===== config.mk =====
export PLATFORM = sky130hd
export DESIGN_NAME = load_store_unit
export DESIGN_NICKNAME = d
export VERILOG_FILES = /design/src/rtl/load_store_unit.sv
export SDC_FILE = /design/constraint.sdc
export NUM_CORES = 1
export LEC_CHECK = 0
export CAP_MARGIN = 15
export CORE_ASPECT_RATIO = 1.2
export CORE_MARGIN = 4
export CORE_UTILIZATION = 34
export DETAILED_ROUTE_END_ITERATION = 7
export GPL_ROUTABILITY_DRIVEN = 0
export PLACE_DENSITY = 0.74
export RECOVER_POWER = 25
export SYNTH_ARGS = -nofsm -noshare
export SYNTH_HDL_FRONTEND = slang
export SYNTH_SLANG_ARGS = --single-unit

===== constraint.sdc =====
create_clock -name clk -period 2.1 [get_ports clk]
set_clock_uncertainty 0.1 [all_clocks]
set_input_delay 0.315 -clock clk [delete_from_list [all_inputs] [get_ports clk]]
set_output_delay 0.315 -clock clk [all_outputs]
set_load 0.01 [all_outputs]

===== src/rtl/load_store_unit.sv =====
// load_store_unit: RV32I load/store front end that turns byte/half/word requests into word accesses on a synchronous-read data memory.
// Optional MISALIGN_TRAP_EN: misaligned H/W accesses skip memory and return resp_err.
`timescale 1ns/1ps
module load_store_unit #(
  parameter int ADDR_W = 32
) (
  input  logic              clk,
  input  logic              rst_n,
  input  logic              req_valid,
  output logic              req_ready,
  input  logic              req_we,
  input  logic [2:0]        req_funct3,
  input  logic [ADDR_W-1:0] req_addr,
  input  logic [31:0]       req_wdata,
  output logic              resp_valid,
  output logic [31:0]       resp_rdata,
  output logic              resp_err,
  output logic [ADDR_W-1:0] mem_addr,
  output logic [31:0]       mem_wd,
  output logic              mem_wen,
  output logic              mem_ren,
  input  logic [31:0]       mem_rd
);
  typedef enum logic [2:0] {IDLE, RD, RDWAIT, WR, RESP} state_t;
  state_t            state_q, state_d;
  logic              we_q, we_d;
  logic [2:0]        f3_q, f3_d;
  logic [1:0]        lane_q, lane_d;
  logic [15:0]       wdata_q, wdata_d;
  logic              resp_valid_q, resp_valid_d;
  logic [31:0]       resp_rdata_q, resp_rdata_d;
  logic              resp_err_q, resp_err_d;
  logic [ADDR_W-1:0] mem_addr_q, mem_addr_d;
  logic [31:0]       mem_wd_q, mem_wd_d;
  logic              mem_wen_q, mem_wen_d;
  logic              mem_ren_q, mem_ren_d;
  logic              mis;
  logic [4:0]        sh;
  logic [7:0]        rd_byte;
  logic [15:0]       rd_half;
  logic [31:0]       ld_data, mask, st_data, merged;
`ifdef MISALIGN_TRAP_EN
  assign mis = (~req_funct3[1] & req_funct3[0] & req_addr[0]) | (req_funct3[1] & (req_addr[1:0] != 2'b00));
`else
  assign mis = 1'b0;
`endif
  assign req_ready  = (state_q == IDLE) & rst_n;
  assign resp_valid = resp_valid_q;
  assign resp_rdata = resp_rdata_q;
  assign resp_err   = resp_err_q;
  assign mem_addr   = mem_addr_q;
  assign mem_wd     = mem_wd_q;
  assign mem_wen    = mem_wen_q;
  assign mem_ren    = mem_ren_q;
  // lane extraction for loads and lane merge for sub-word stores, both from the word read in RDWAIT
  always_comb begin
    sh      = {lane_q, 3'b000};
    rd_byte = 8'(mem_rd >> sh);
    rd_half = lane_q[1] ? mem_rd[31:16] : mem_rd[15:0];
    ld_data = f3_q[1] ? mem_rd :
              f3_q[0] ? {{16{~f3_q[2] & rd_half[15]}}, rd_half} :
                        {{24{~f3_q[2] & rd_byte[7]}}, rd_byte};
    mask    = f3_q[0] ? (lane_q[1] ? 32'hFFFF_0000 : 32'h0000_FFFF) : (32'h0000_00FF << sh);
    st_data = f3_q[0] ? {2{wdata_q}} : {4{wdata_q[7:0]}};
    merged  = (mem_rd & ~mask) | (st_data & mask);
  end
  // next-state and registered output values; memory strobes and resp pulses default low
  always_comb begin
    state_d      = state_q;
    we_d         = we_q;
    f3_d         = f3_q;
    lane_d       = lane_q;
    wdata_d      = wdata_q;
    resp_valid_d = 1'b0;
    resp_rdata_d = resp_rdata_q;
    resp_err_d   = 1'b0;
    mem_addr_d   = mem_addr_q;
    mem_wd_d     = mem_wd_q;
    mem_wen_d    = 1'b0;
    mem_ren_d    = 1'b0;
    case (state_q)
      IDLE: if (req_valid) begin
        we_d       = req_we;
        f3_d       = req_funct3;
        lane_d     = req_addr[1:0];
        wdata_d    = req_wdata[15:0];
        mem_addr_d = {req_addr[ADDR_W-1:2], 2'b00};
        if (mis) begin
          state_d      = RESP;
          resp_valid_d = 1'b1;
          resp_err_d   = 1'b1;
          resp_rdata_d = '0;
        end else if (req_we && req_funct3[1]) begin
          state_d   = WR;
          mem_wen_d = 1'b1;
          mem_wd_d  = req_wdata;
        end else begin
          state_d   = RD;
          mem_ren_d = 1'b1;
        end
      end
      RD: state_d = RDWAIT;
      RDWAIT: if (we_q) begin
        state_d   = WR;
        mem_wen_d = 1'b1;
        mem_wd_d  = merged;
      end else begin
        state_d      = RESP;
        resp_valid_d = 1'b1;
        resp_rdata_d = ld_data;
      end
      WR: begin
        state_d      = RESP;
        resp_valid_d = 1'b1;
        resp_rdata_d = '0;
      end
      default: state_d = IDLE;
    endcase
  end
  // state and output registers; async reset aborts any access and drops the memory strobes at once
  always_ff @(posedge clk or negedge rst_n) begin
    if (!rst_n) begin
      state_q      <= IDLE;
      we_q         <= 1'b0;
      f3_q         <= '0;
      lane_q       <= '0;
      wdata_q      <= '0;
      resp_valid_q <= 1'b0;
      resp_rdata_q <= '0;
      resp_err_q   <= 1'b0;
      mem_addr_q   <= '0;
      mem_wd_q     <= '0;
      mem_wen_q    <= 1'b0;
      mem_ren_q    <= 1'b0;
    end else begin
      state_q      <= state_d;
      we_q         <= we_d;
      f3_q         <= f3_d;
      lane_q       <= lane_d;
      wdata_q      <= wdata_d;
      resp_valid_q <= resp_valid_d;
      resp_rdata_q <= resp_rdata_d;
      resp_err_q   <= resp_err_d;
      mem_addr_q   <= mem_addr_d;
      mem_wd_q     <= mem_wd_d;
      mem_wen_q    <= mem_wen_d;
      mem_ren_q    <= mem_ren_d;
    end
  end
endmodule

Word level (Yosys, flattened, before mapping)
Cells that the tools add are included.
{"block": "totals", "elab_cells": 60, "output_inout_bits": 101, "in_bits": 103, "reg_bits": 122}
{"block": "op_classes", "n_reduce_logical": 7, "n_eq_ne": 7, "n_mux": 25, "n_shift": 2, "bitwise_logic": 8}
{"operator": "$mux 32", "n": 9}
{"operator": "$pmux 32 s2", "n": 2}
{"operator": "$and 32x32->32", "n": 2}
{"operator": "$not 32->32", "n": 1}
{"operator": "$or 32x32->32", "n": 1}
{"operator": "$shl 8x5->32 const A", "n": 1}
{"operator": "$shr 32x5->8", "n": 1}
{"operator": "$mux 16", "n": 1}
{"operator": "$pmux 3 s4", "n": 1}
{"operator": "$mux 1", "n": 7}
{"operator": "$eq 3x2->1 const B", "n": 2}
{"operator": "$mux 3", "n": 2}
{"operator": "$ne 2x2->1 const B", "n": 3}
{"operator": "$pmux 1 s2", "n": 2}
{"operator": "$reduce_and 2->1", "n": 2}
{"operator": "$reduce_and 4->1", "n": 1}
{"operator": "$reduce_bool 2->1", "n": 2}
{"operator": "$and 1x1->1", "n": 3}
{"operator": "$eq 3x1->1 const B", "n": 1}
{"operator": "$logic_not 3->1", "n": 1}
{"operator": "$mux 2", "n": 1}
{"operator": "$ne 2x1->1 const B", "n": 1}
{"operator": "$logic_and 1x1->1", "n": 1}
{"operator": "$not 1->1", "n": 1}

Logic depth before layout (Yosys ltp)
Gate-level depths: netlist of run 1.
{"block": "depth", "depth_word": 7, "mapped_depth": 8, "depth_no_buf": 5}

Worst setup path after synthesis of run 1
No wires, ideal clock.
{"block": "synth_timing", "path_kind": "register to register", "start": "register state_q[0]", "end": "register resp_rdata_q[31], in the netlist resp_rdata[31]", "t_arrival_ns": 1.894, "setup_slack_ns": 0.039, "required_ns": 1.934, "stages_incl_launch_ff": 8, "setup_ns": 0.066, "period_less_slack_ns": 2.061, "cell_sequence": "dfrtp_1 or3b_1 buf_2 or3_1 buf_2 nor3_4 buf_6 a221o_1"}
{"block": "synth_between", "elab_chain_cells": 3, "word_cells_on_any_way": 6, "classes_between": "eq/ne (3); mux (1); reduce/logical (2)"}
{"element": "start, declared", "line_no": "25", "text": "state_t state_q, state_d;"}
{"element": "start signal, assigned", "line_no": "136", "text": "state_q <= state_d;"}
{"element": "$eq 3x2->1", "line_no": "81", "text": "case (state_q)"}
{"element": "$ne 2x2->1 (no line) or $reduce_bool 2->1 (tied branches)"}
{"element": "$reduce_and 2->1 (no line)"}
{"element": "end signal, assigned", "line_no": "142", "text": "resp_rdata_q <= resp_rdata_d;"}
{"element": "end, declared", "line_no": "31", "text": "logic [31:0] resp_rdata_q, resp_rdata_d;"}
Parallel ways exist; a longest one is shown, timed or not.
A chain may end at the register's enable or synchronous reset.

Worst setup path after layout of run 1
{"block": "layout_timing", "start": "input port rst_n", "end": "output port req_ready"}
{"block": "layout_between", "elab_chain_cells": 1}
{"element": "start, declared", "line_no": "8", "text": "input logic rst_n,"}
{"element": "$and 1x1->1", "line_no": "47", "text": "assign req_ready = (state_q == IDLE) & rst_n;"}
{"element": "end, declared", "line_no": "10", "text": "output logic req_ready,"}
No other way between the ends.

==> summary.txt, run 1 <==
POWER
-----------------------------------------------------------------------------------------------
Sw frac                                                                                   35.5%
Pint                                                                                  0.00888 W
Share of total power in combinational logic                                               46.8%
Total chip power                                                                       0.0138 W
Clk pwr share                                                                             22.5%
Cell Pwr Density                                                                    1580 mW/mm²
Leakage                                                                                 3.62 nW
Register share of total power                                                             30.7%
Switching Power                                                                       0.00488 W
Max IR drop VDD                                                                        0.628 mV

CLOCK NETWORK
-----------------------------------------------------------------------------------------------
Cell at the root of the clock tree                                                 sky130_fd_sc_hd__clkbuf_16
Clock input transition at the sequential cells of the worst setup and hold paths        0.06 ns
Number of sinks on the clock net                                                            122
CTS tree                                                                                   done
Maximum level of the CTS H-tree                                                               4
Clock latency at the later pin of the worst-skew pair                                   0.42 ns
Number of buffers created by CTS                                                             17
Deepest clock path buffer count                                                               2

PLACED DESIGN
-----------------------------------------------------------------------------------------------
Number of cells in the design after placement                                               919
Number of buffer cells added on primary ports                                               200
DP HPWL                                                                                 14.3 mm
Worst setup slack before clock tree synthesis                                         -0.128 ns
Placed Instance Area                                                                0.00805 mm²

SYNTHESIS
-----------------------------------------------------------------------------------------------
Mapped Area                                                                         0.00569 mm²
Async SR Flop Fraction                                                                     100%
Cells taking the most area after synthesis                                         sky130_fd_sc_hd__dfrtp_1 54%, sky130_fd_sc_hd__mux2_2 10%, sky130_fd_sc_hd__o21ai_0 5.5%
Number of enable flip-flop cells after synthesis                                              0
Warnings from Yosys                                                                           0
Library cell with the largest summed area after synthesis                          sky130_fd_sc_hd__dfrtp_1
Netlist cell types                                                                           42
Register area share after synthesis                                                       53.6%
Post-Syn Instances                                                                          520
Top_reg_cell synth                                                                 sky130_fd_sc_hd__dfrtp_1
Avg Inst Size Synth                                                                    10.9 µm²
Area share of the leading cell type in the synthesized netlist                            53.6%
Number of flip-flops and latches in the synthesized netlist                                 122

RUN
-----------------------------------------------------------------------------------------------
Number of max-cap violations                                                                  0

FLOORPLAN
-----------------------------------------------------------------------------------------------
Die boundary height                                                                      150 µm
Initial core utilization                                                                  34.8%
Top Ports                                                                                   204
Standard cell core area                                                              0.0163 mm²
Die width                                                                                126 µm
Number of rows created at floorplan                                                          51
Area of the die                                                                      0.0189 mm²

STA
-----------------------------------------------------------------------------------------------
Worst path setup slack after routing                                                  0.0733 ns
Worst-case headroom to the max-slew limit                                                 24.8%
Max Transition Viols Final                                                                    0
Final critical-path share of the clock period                                             96.5%
Min Clock Period, post-route                                                            2.03 ns
Achievable Freq                                                                         493 MHz
Least-Margin Pin Slew                                                                   1.13 ns
Hold Vio Cnt, Final                                                                           0
Number of failing setup endpoints in the final timing report                                  0

ROUTING
-----------------------------------------------------------------------------------------------
Detailed Route WL                                                                       19.1 mm
Final routed DRC violation total                                                              0
Number of DRC markers in iteration 0                                                        338
Remaining antenna violation count after routing                                               0
Detailed Routing Iterations Pass 1                                                            5
DR vias                                                                                    5206
Wire length per cell after detailed routing                                             20.0 µm
Post-DR vias/cell                                                                          5.46

GLOBAL ROUTING
-----------------------------------------------------------------------------------------------
Via count of the first global-routing pass                                                 5344
Total track usage                                                                         20.2%
Wire length of the first global-routing pass                                            29.7 mm
Antenna violations before repair                                                              1
Pin count of the biggest net entering global routing                                        123
Total congestion overflow                                                                     0

FINISH
-----------------------------------------------------------------------------------------------
Non-filler cells, final                                                                     953
Layout filler cell count                                                                   1438
Finished layout cell area                                                           0.00872 mm²
Final net count                                                                             831
Share of cells above drive strength 1                                                     19.7%
Antenna diode count                                                                           0
P&R area growth vs syn                                                                    53.2%

SETUP PATH
-----------------------------------------------------------------------------------------------
Stage delay of the slowest cell on the critical path                                    0.53 ns
Flop2flop setup slack                                                                   0.14 ns
Crit Path Max Fanout                                                                          2
Nature of the critical path endpoint                                               primary output
Cells traversed along the worst timing path                                        dlygate4sd3_1 > buf_4 > nor4b_1 > dlygate4sd2_1
Critical-path top delay cell                                                       sky130_fd_sc_hd__dlygate4sd3_1
Element type at the critical path start                                              input port
Arrival time reported for the critical path endpoint                                    1.61 ns
Start-to-end type of the worst setup path                                                in2out
Worst endpoint required time                                                            1.68 ns

OUTCOME
-----------------------------------------------------------------------------------------------
Result of the run                                                                  finished, final reports clean

MIN PATH
-----------------------------------------------------------------------------------------------
Worst Hold Class                                                                        reg2reg

==> cell usage in the layout (no fill, tap or decap), types with 4 or more instances in the layout <==
cell type / count
sky130_fd_sc_hd__or2_2: 7
sky130_fd_sc_hd__o221a_2: 8
sky130_fd_sc_hd__buf_12: 5
sky130_fd_sc_hd__bufinv_16: 4
sky130_fd_sc_hd__buf_4: 23
sky130_fd_sc_hd__a32oi_1: 8
sky130_fd_sc_hd__o21ai_0: 62
sky130_fd_sc_hd__nand2b_1: 4
sky130_fd_sc_hd__clkbuf_16: 17
sky130_fd_sc_hd__inv_1: 12
sky130_fd_sc_hd__nor2_1: 12
sky130_fd_sc_hd__a221o_1: 7
sky130_fd_sc_hd__a21oi_1: 32
sky130_fd_sc_hd__mux2_2: 53
sky130_fd_sc_hd__a221o_2: 9
sky130_fd_sc_hd__a21boi_0: 9
sky130_fd_sc_hd__and3_1: 15
sky130_fd_sc_hd__o221ai_1: 8
sky130_fd_sc_hd__o22a_1: 9
sky130_fd_sc_hd__clkinv_2: 4
sky130_fd_sc_hd__nand2_1: 52
sky130_fd_sc_hd__a2bb2oi_1: 8
sky130_fd_sc_hd__a211oi_1: 16
sky130_fd_sc_hd__dfrtp_1: 121
sky130_fd_sc_hd__clkdlybuf4s50_1: 198
==> critical path: cells and delay by family <==
family        cells  cell delay [ns]
buf+inv           3             1.02
simple gates      1             0.28
==> Yosys cell counts (2+ instances only) <==
cell type and n:
sky130_fd_sc_hd__and3_1 15, sky130_fd_sc_hd__a2bb2oi_1 8, sky130_fd_sc_hd__buf_2 5, sky130_fd_sc_hd__inv_1 12, sky130_fd_sc_hd__buf_1 6, sky130_fd_sc_hd__a221o_1 7
sky130_fd_sc_hd__buf_6 2, sky130_fd_sc_hd__clkbuf_1 26, sky130_fd_sc_hd__a21boi_0 9, sky130_fd_sc_hd__a221o_2 9, sky130_fd_sc_hd__mux2_2 53, sky130_fd_sc_hd__o221a_2 8
sky130_fd_sc_hd__a211oi_1 17, sky130_fd_sc_hd__o22a_1 9, sky130_fd_sc_hd__nor2_1 14, sky130_fd_sc_hd__o21ai_1 2, sky130_fd_sc_hd__or2_2 7, sky130_fd_sc_hd__a21o_1 2
sky130_fd_sc_hd__nor4b_1 2, sky130_fd_sc_hd__nand2_1 52, sky130_fd_sc_hd__o221ai_1 8, sky130_fd_sc_hd__a32oi_1 8, sky130_fd_sc_hd__a21oi_1 32, sky130_fd_sc_hd__nand2b_1 4
sky130_fd_sc_hd__buf_4 4, sky130_fd_sc_hd__dfrtp_1 122, sky130_fd_sc_hd__o21ai_0 62
==> kinds of logic after synthesis <==
kind of cell,synth area share (%)
muxes,11.1
DFF,53.6
AOI/OAI and AO/OA,22.4
other,0.0659
buffers and inverters,4.33
and+or+nand+nor,8.55
==> through the flow <==
| step | hold WS (ns) | util (%) | setup TNS, ns |
|---|---|---|---|
| finish | 0.388 | 53.4 | 0 |
| global route | 0.398 | 53.4 | -0.00316 |
| CTS | 0.390 | 53.3 | 0 |
| detailed placement | 0.376 | 49.3 | -3.60 |
| global placement | 0.370 | 49.3 | -0.0911 |
| floorplan | -0.0806 | - | 0 |
==> final timing paths <==
kind / start / endpoint / depth (start not counted)
max in group asynchronous: rst_n / lane_q[1]$_DFFE_PN0P_ / 3
min in group asynchronous: rst_n / resp_rdata[4]$_DFFE_PN0P_ / 3
hold / removal: mem_wd[7]$_DFFE_PN0P_ / mem_wd[7]$_DFFE_PN0P_ / 2
hold reg to reg: mem_wd[7]$_DFFE_PN0P_ / mem_wd[7]$_DFFE_PN0P_ / 2
setup / recovery: rst_n / req_ready / 4
setup reg to reg: lane_q[0]$_DFFE_PN0P_ / resp_rdata[29]$_DFFE_PN0P_ / 6
==> metal layers <==
layer	global-route usage (%)	share of wire, %	vias up
li1	-	-	2338
met1	23.3	37	2533
met2	32.8	49	288
met3	7.57	10	45
met4	10.2	3.6	2
met5	0	0.063	-
==> power groups by stage <==
stage | Clock, W | Sequential [W] | Combinational, W
after floorplan | 0 | 0.00442 | 0.00298
after global placement | 0 | 0.00417 | 0.00622
after detailed placement | 0 | 0.00423 | 0.00638
after CTS | 0.00317 | 0.00422 | 0.00642
after global routing | 0.00328 | 0.00434 | 0.00694
final | 0.00310 | 0.00422 | 0.00644
==> flip-flops by register name (all words and copies together) (netlist names), 2 cells and up <==
register / count
wdata_q: 16
mem_addr: 30
state_q: 3
resp_rdata: 32
mem_wd: 32
lane_q: 2
f3_q: 3
==> final cells by class <==
| type | count | area (µm²) | area share (%) |
|---|---|---|---|
| flip-flops and latches | 122 | 3050 | 35.0 |
| multi-input cells | 344 | 2430 | 27.9 |
| inverters | 13 | 48.8 | 0.559 |
| repair buffers | 230 | 2300 | 26.3 |
| clock buffers | 20 | 457 | 5.24 |
| well taps | 212 | 265 | 3.04 |
| clock inverters | 12 | 171 | 1.96 |
==> timing repair <==
item | in CTS | in global routing
hold buffers | 1 | 0
endpoints found under the setup margin | 17 | 14
setup buffers | 1 | 0
pin swaps | 1 | 0
gates resized for setup | 1 | 6
hold endpoints to repair | 122 | 0
(Power assumes the default switching activity.)
==> inputs of run 2 (changes only) <==
--- a/config.mk
+++ b/config.mk
@@ -13,3 +13,3 @@
 export GPL_ROUTABILITY_DRIVEN = 0
-export PLACE_DENSITY = 0.74
+export PLACE_DENSITY_LB_ADDON = 0.3
 export RECOVER_POWER = 25
--- a/constraint.sdc
+++ b/constraint.sdc
@@ -4,2 +4,2 @@
 set_output_delay 0.315 -clock clk [all_outputs]
-set_load 0.01 [all_outputs]
+set_load 0.005 [all_outputs]
==> summary.txt, run 2 (synthesis gave the netlist of run 1 again) <==
OUTCOME
-----------------------------------------------------------------------------------------------
Result of the run                                                                  finished, final reports clean

FLOORPLAN
-----------------------------------------------------------------------------------------------
Die boundary height                                                                      150 µm   unchanged
Number of rows created at floorplan                                                          51   unchanged
Area of the die                                                                      0.0189 mm²   unchanged
Top Ports                                                                                   204   unchanged
Initial core utilization                                                                  34.8%   unchanged
Die width                                                                                126 µm   unchanged
Standard cell core area                                                              0.0163 mm²   unchanged

SETUP PATH
-----------------------------------------------------------------------------------------------
Reg2reg path depth                                                                            5   -1
First element of the critical path                                                 lane_q[1]$_DFFE_PN0P_
End point of the critical path                                                     resp_rdata[27]$_DFFE_PN0P_
RR Startpoint                                                                      lane_q[1]$_DFFE_PN0P_
Start-to-end type of the worst setup path                                               reg2reg
Nature of the critical path endpoint                                                  flip-flop
Element type at the critical path start                                               flip-flop
Arrival time reported for the critical path endpoint                                    2.20 ns   +0.59 ns
Reg-to-Reg End                                                                     resp_rdata[27]$_DFFE_PN0P_
Crit Path Max Fanout                                                                         16   +14
Worst endpoint required time                                                            2.30 ns   +0.62 ns
Flop2flop setup slack                                                                    0.1 ns   -0.04 ns

ROUTING
-----------------------------------------------------------------------------------------------
Top layer reached by signal wires                                                          met5
Wire length per cell after detailed routing                                             19.9 µm   -0.52%
Remaining antenna violation count after routing                                               0   unchanged
Detailed Route WL                                                                       19.0 mm   -0.10%
M1 WL                                                                                   7.54 mm   +6.7%
Met2 routed WL                                                                          9.48 mm   +1.3%
Final routed DRC violation total                                                              0   unchanged
Post-DR vias/cell                                                                          5.36   -1.8%
Number of DRC markers in iteration 0                                                        303   -10%
Detail Route met3 WL                                                                    1.56 mm   -20%
Detailed Routing Iterations Pass 1                                                            7   +2
DR vias                                                                                    5132   -1.4%

POWER
-----------------------------------------------------------------------------------------------
Register share of total power                                                             32.3%   +1.6 points
Pint                                                                                  0.00845 W   -4.8%
Cell Pwr Density                                                                    1510 mW/mm²   -4.6%
Clk pwr share                                                                             21.1%   -1.4 points
Max IR drop VDD                                                                        0.611 mV   -2.6%
Share of total power in combinational logic                                               46.5%   -0.3 points
Sw frac                                                                                   35.1%   -0.40 points
Leakage                                                                                 3.59 nW   -1.0%
Switching Power                                                                       0.00456 W   -6.5%

CLOCK NETWORK
-----------------------------------------------------------------------------------------------
Number of sinks on the clock net                                                            122   unchanged
Number of buffers created by CTS                                                             17   unchanged
CTS tree                                                                                   done
Clock latency at the later pin of the worst-skew pair                                   0.42 ns   about the same
Deepest clock path buffer count                                                               2   unchanged
Maximum level of the CTS H-tree                                                               4   unchanged
Clock input transition at the sequential cells of the worst setup and hold paths        0.06 ns   about the same
Cell at the root of the clock tree                                                 sky130_fd_sc_hd__clkbuf_16

STA
-----------------------------------------------------------------------------------------------
Setup repair after global routing missed its margin                                          no
Setup TNS after final layout                                                               0 ns   unchanged
Max Transition Viols Final                                                                    0   unchanged
Achievable Freq                                                                         500 MHz   +1.3%
Number of failing setup endpoints in the final timing report                                  0   unchanged
Min Clock Period, post-route                                                            2.00 ns   -0.0259 ns
Final critical-path share of the clock period                                             95.3%   -1.2 points
Least-Margin Pin Slew                                                                   1.11 ns   -0.0218 ns
Worst-case headroom to the max-slew limit                                                 26.3%   +1.5 points
Worst hold-check slack                                                                 0.380 ns   -0.00822 ns
Hold Vio Cnt, Final                                                                           0   unchanged

PLACED DESIGN
-----------------------------------------------------------------------------------------------
Number of buffer cells added on primary ports                                               200   unchanged
DP HPWL                                                                                 14.4 mm   +0.29%

FINISH
-----------------------------------------------------------------------------------------------
P&R area growth vs syn                                                                    51.8%
Sequential standard cell area                                                       0.00305 mm²   unchanged
Most common library cell in the layout ignoring fill and taps                      sky130_fd_sc_hd__clkdlybuf4s50_1
Combined area of the multi-input logic cells                                        0.00243 mm²   -0.21%
Layout filler cell count                                                                   1477   +2.7%
Antenna diode count                                                                           0   unchanged
Final net count                                                                             835   +0.48%
Share of cells above drive strength 1                                                     20.1%   +0.43 points
Final core area utilization                                                               52.9%   -0.49 points
Top library cells by usage in the layout, fill and taps aside                      198 x sky130_fd_sc_hd__clkdlybuf4s50_1, 121 x sky130_fd_sc_hd__dfrtp_1, 62 x sky130_fd_sc_hd__o21ai_0, 53 x sky130_fd_sc_hd__mux2_2, 52 x sky130_fd_sc_hd__nand2_1

GLOBAL ROUTING
-----------------------------------------------------------------------------------------------
Total track usage                                                                         20.0%   -0.16 points
Total congestion overflow                                                                     0   unchanged
Wire length of the first global-routing pass                                            29.4 mm   -0.81%
Antenna violations before repair                                                              1   unchanged
Pin count of the biggest net entering global routing                                        123   unchanged
Via count of the first global-routing pass                                                 5278   -1.2%

MIN PATH
-----------------------------------------------------------------------------------------------
Worst Hold Class                                                                         in2reg
Number of cells on the worst hold path                                                        3   +1
Critical hold path startpoint                                                      req_funct3[2]

RUN
-----------------------------------------------------------------------------------------------
Number of max-cap violations                                                                  0   unchanged

run 2: cell count changes in the layout (fill, tap and decap cells not counted):
cell	previous run	this run
sky130_fd_sc_hd__clkinv_2	4	3
sky130_fd_sc_hd__a211oi_2	1	0
sky130_fd_sc_hd__inv_6	0	1
sky130_fd_sc_hd__buf_12	5	2
sky130_fd_sc_hd__clkinv_4	1	3
sky130_fd_sc_hd__clkbuf_1	1	0
sky130_fd_sc_hd__a211oi_1	16	17
sky130_fd_sc_hd__buf_4	23	31
sky130_fd_sc_hd__buf_6	2	1
sky130_fd_sc_hd__clkinvlp_4	3	6
sky130_fd_sc_hd__clkbuf_8	2	1
sky130_fd_sc_hd__bufinv_16	4	1
run 2: timing repair:
action / CTS / global route
hold buffers: 1 / 0
setup buffers: 1 / 0
pin swaps: 1 / 0
setup endpoints to repair: 17 / 14
resized for setup: 1 / 4
endpoints found under the hold margin: 96 / 0
run 2: routing by layer:
metal  up-vias  track usage (%)
li1       2351                -
met1      2545             23.2
met2       206             33.8
met3        28             7.78
met4         2             7.08
met5         -                0
run 2: how the worst min path moves through the flow:
stage                     slack [ns]                  endpoint
final                           0.38       f3_q[2]$_DFFE_PN0P_
after detailed placement        0.38    mem_wd[22]$_DFFE_PN0P_
after global routing            0.40  mem_addr[30]$_DFFE_PN0P_
after global placement          0.37    mem_wd[19]$_DFFE_PN0P_
after floorplan                -0.08       f3_q[0]$_DFFE_PN0P_
after CTS                       0.37     lane_q[1]$_DFFE_PN0P_
run 2: power by group through the flow:
stage	registers, W	logic (W)	clock network [W]
after floorplan	0.00409	0.00298	0
after detailed placement	0.00423	0.00601	0
after global routing	0.00434	0.00656	0.00293
final	0.00421	0.00606	0.00275
after CTS	0.00421	0.00606	0.00281
after global placement	0.00418	0.00588	0
run 2: stage by stage:
step	cell area [µm²]	power [W]	worst slack, ns	cells
4_1_cts	8640	0.0131	0.0131	957
6_report	8640	0.0130	0.0992	957
2_1_floorplan	5700	0.00708	0.0393	522
3_5_place_dp	8040	0.0102	-0.137	923
5_1_grt	8640	0.0138	0.0270	957
3_3_place_gp	8040	0.0101	-0.155	923
run 2: worst max-delay path, cell delays in order, from the launching register on:
cell                      delay [ns]
sky130_fd_sc_hd__dfrtp_1        0.58
sky130_fd_sc_hd__mux2_2         0.40
sky130_fd_sc_hd__mux2i_1        0.26
sky130_fd_sc_hd__nor3_4         0.07
sky130_fd_sc_hd__buf_12         0.16
sky130_fd_sc_hd__a221o_2        0.30
run 2: area by class of cell:
| cell class | instances | share of cell area (%) |
|---|---|---|
| multi-input cells | 344 | 28.1 |
| well taps | 212 | 3.07 |
| repair buffers | 234 | 26.4 |
| clock buffers | 18 | 5.08 |
| inverters | 13 | 0.565 |
| flip-flops and latches | 122 | 35.3 |
| clock inverters | 14 | 1.45 |
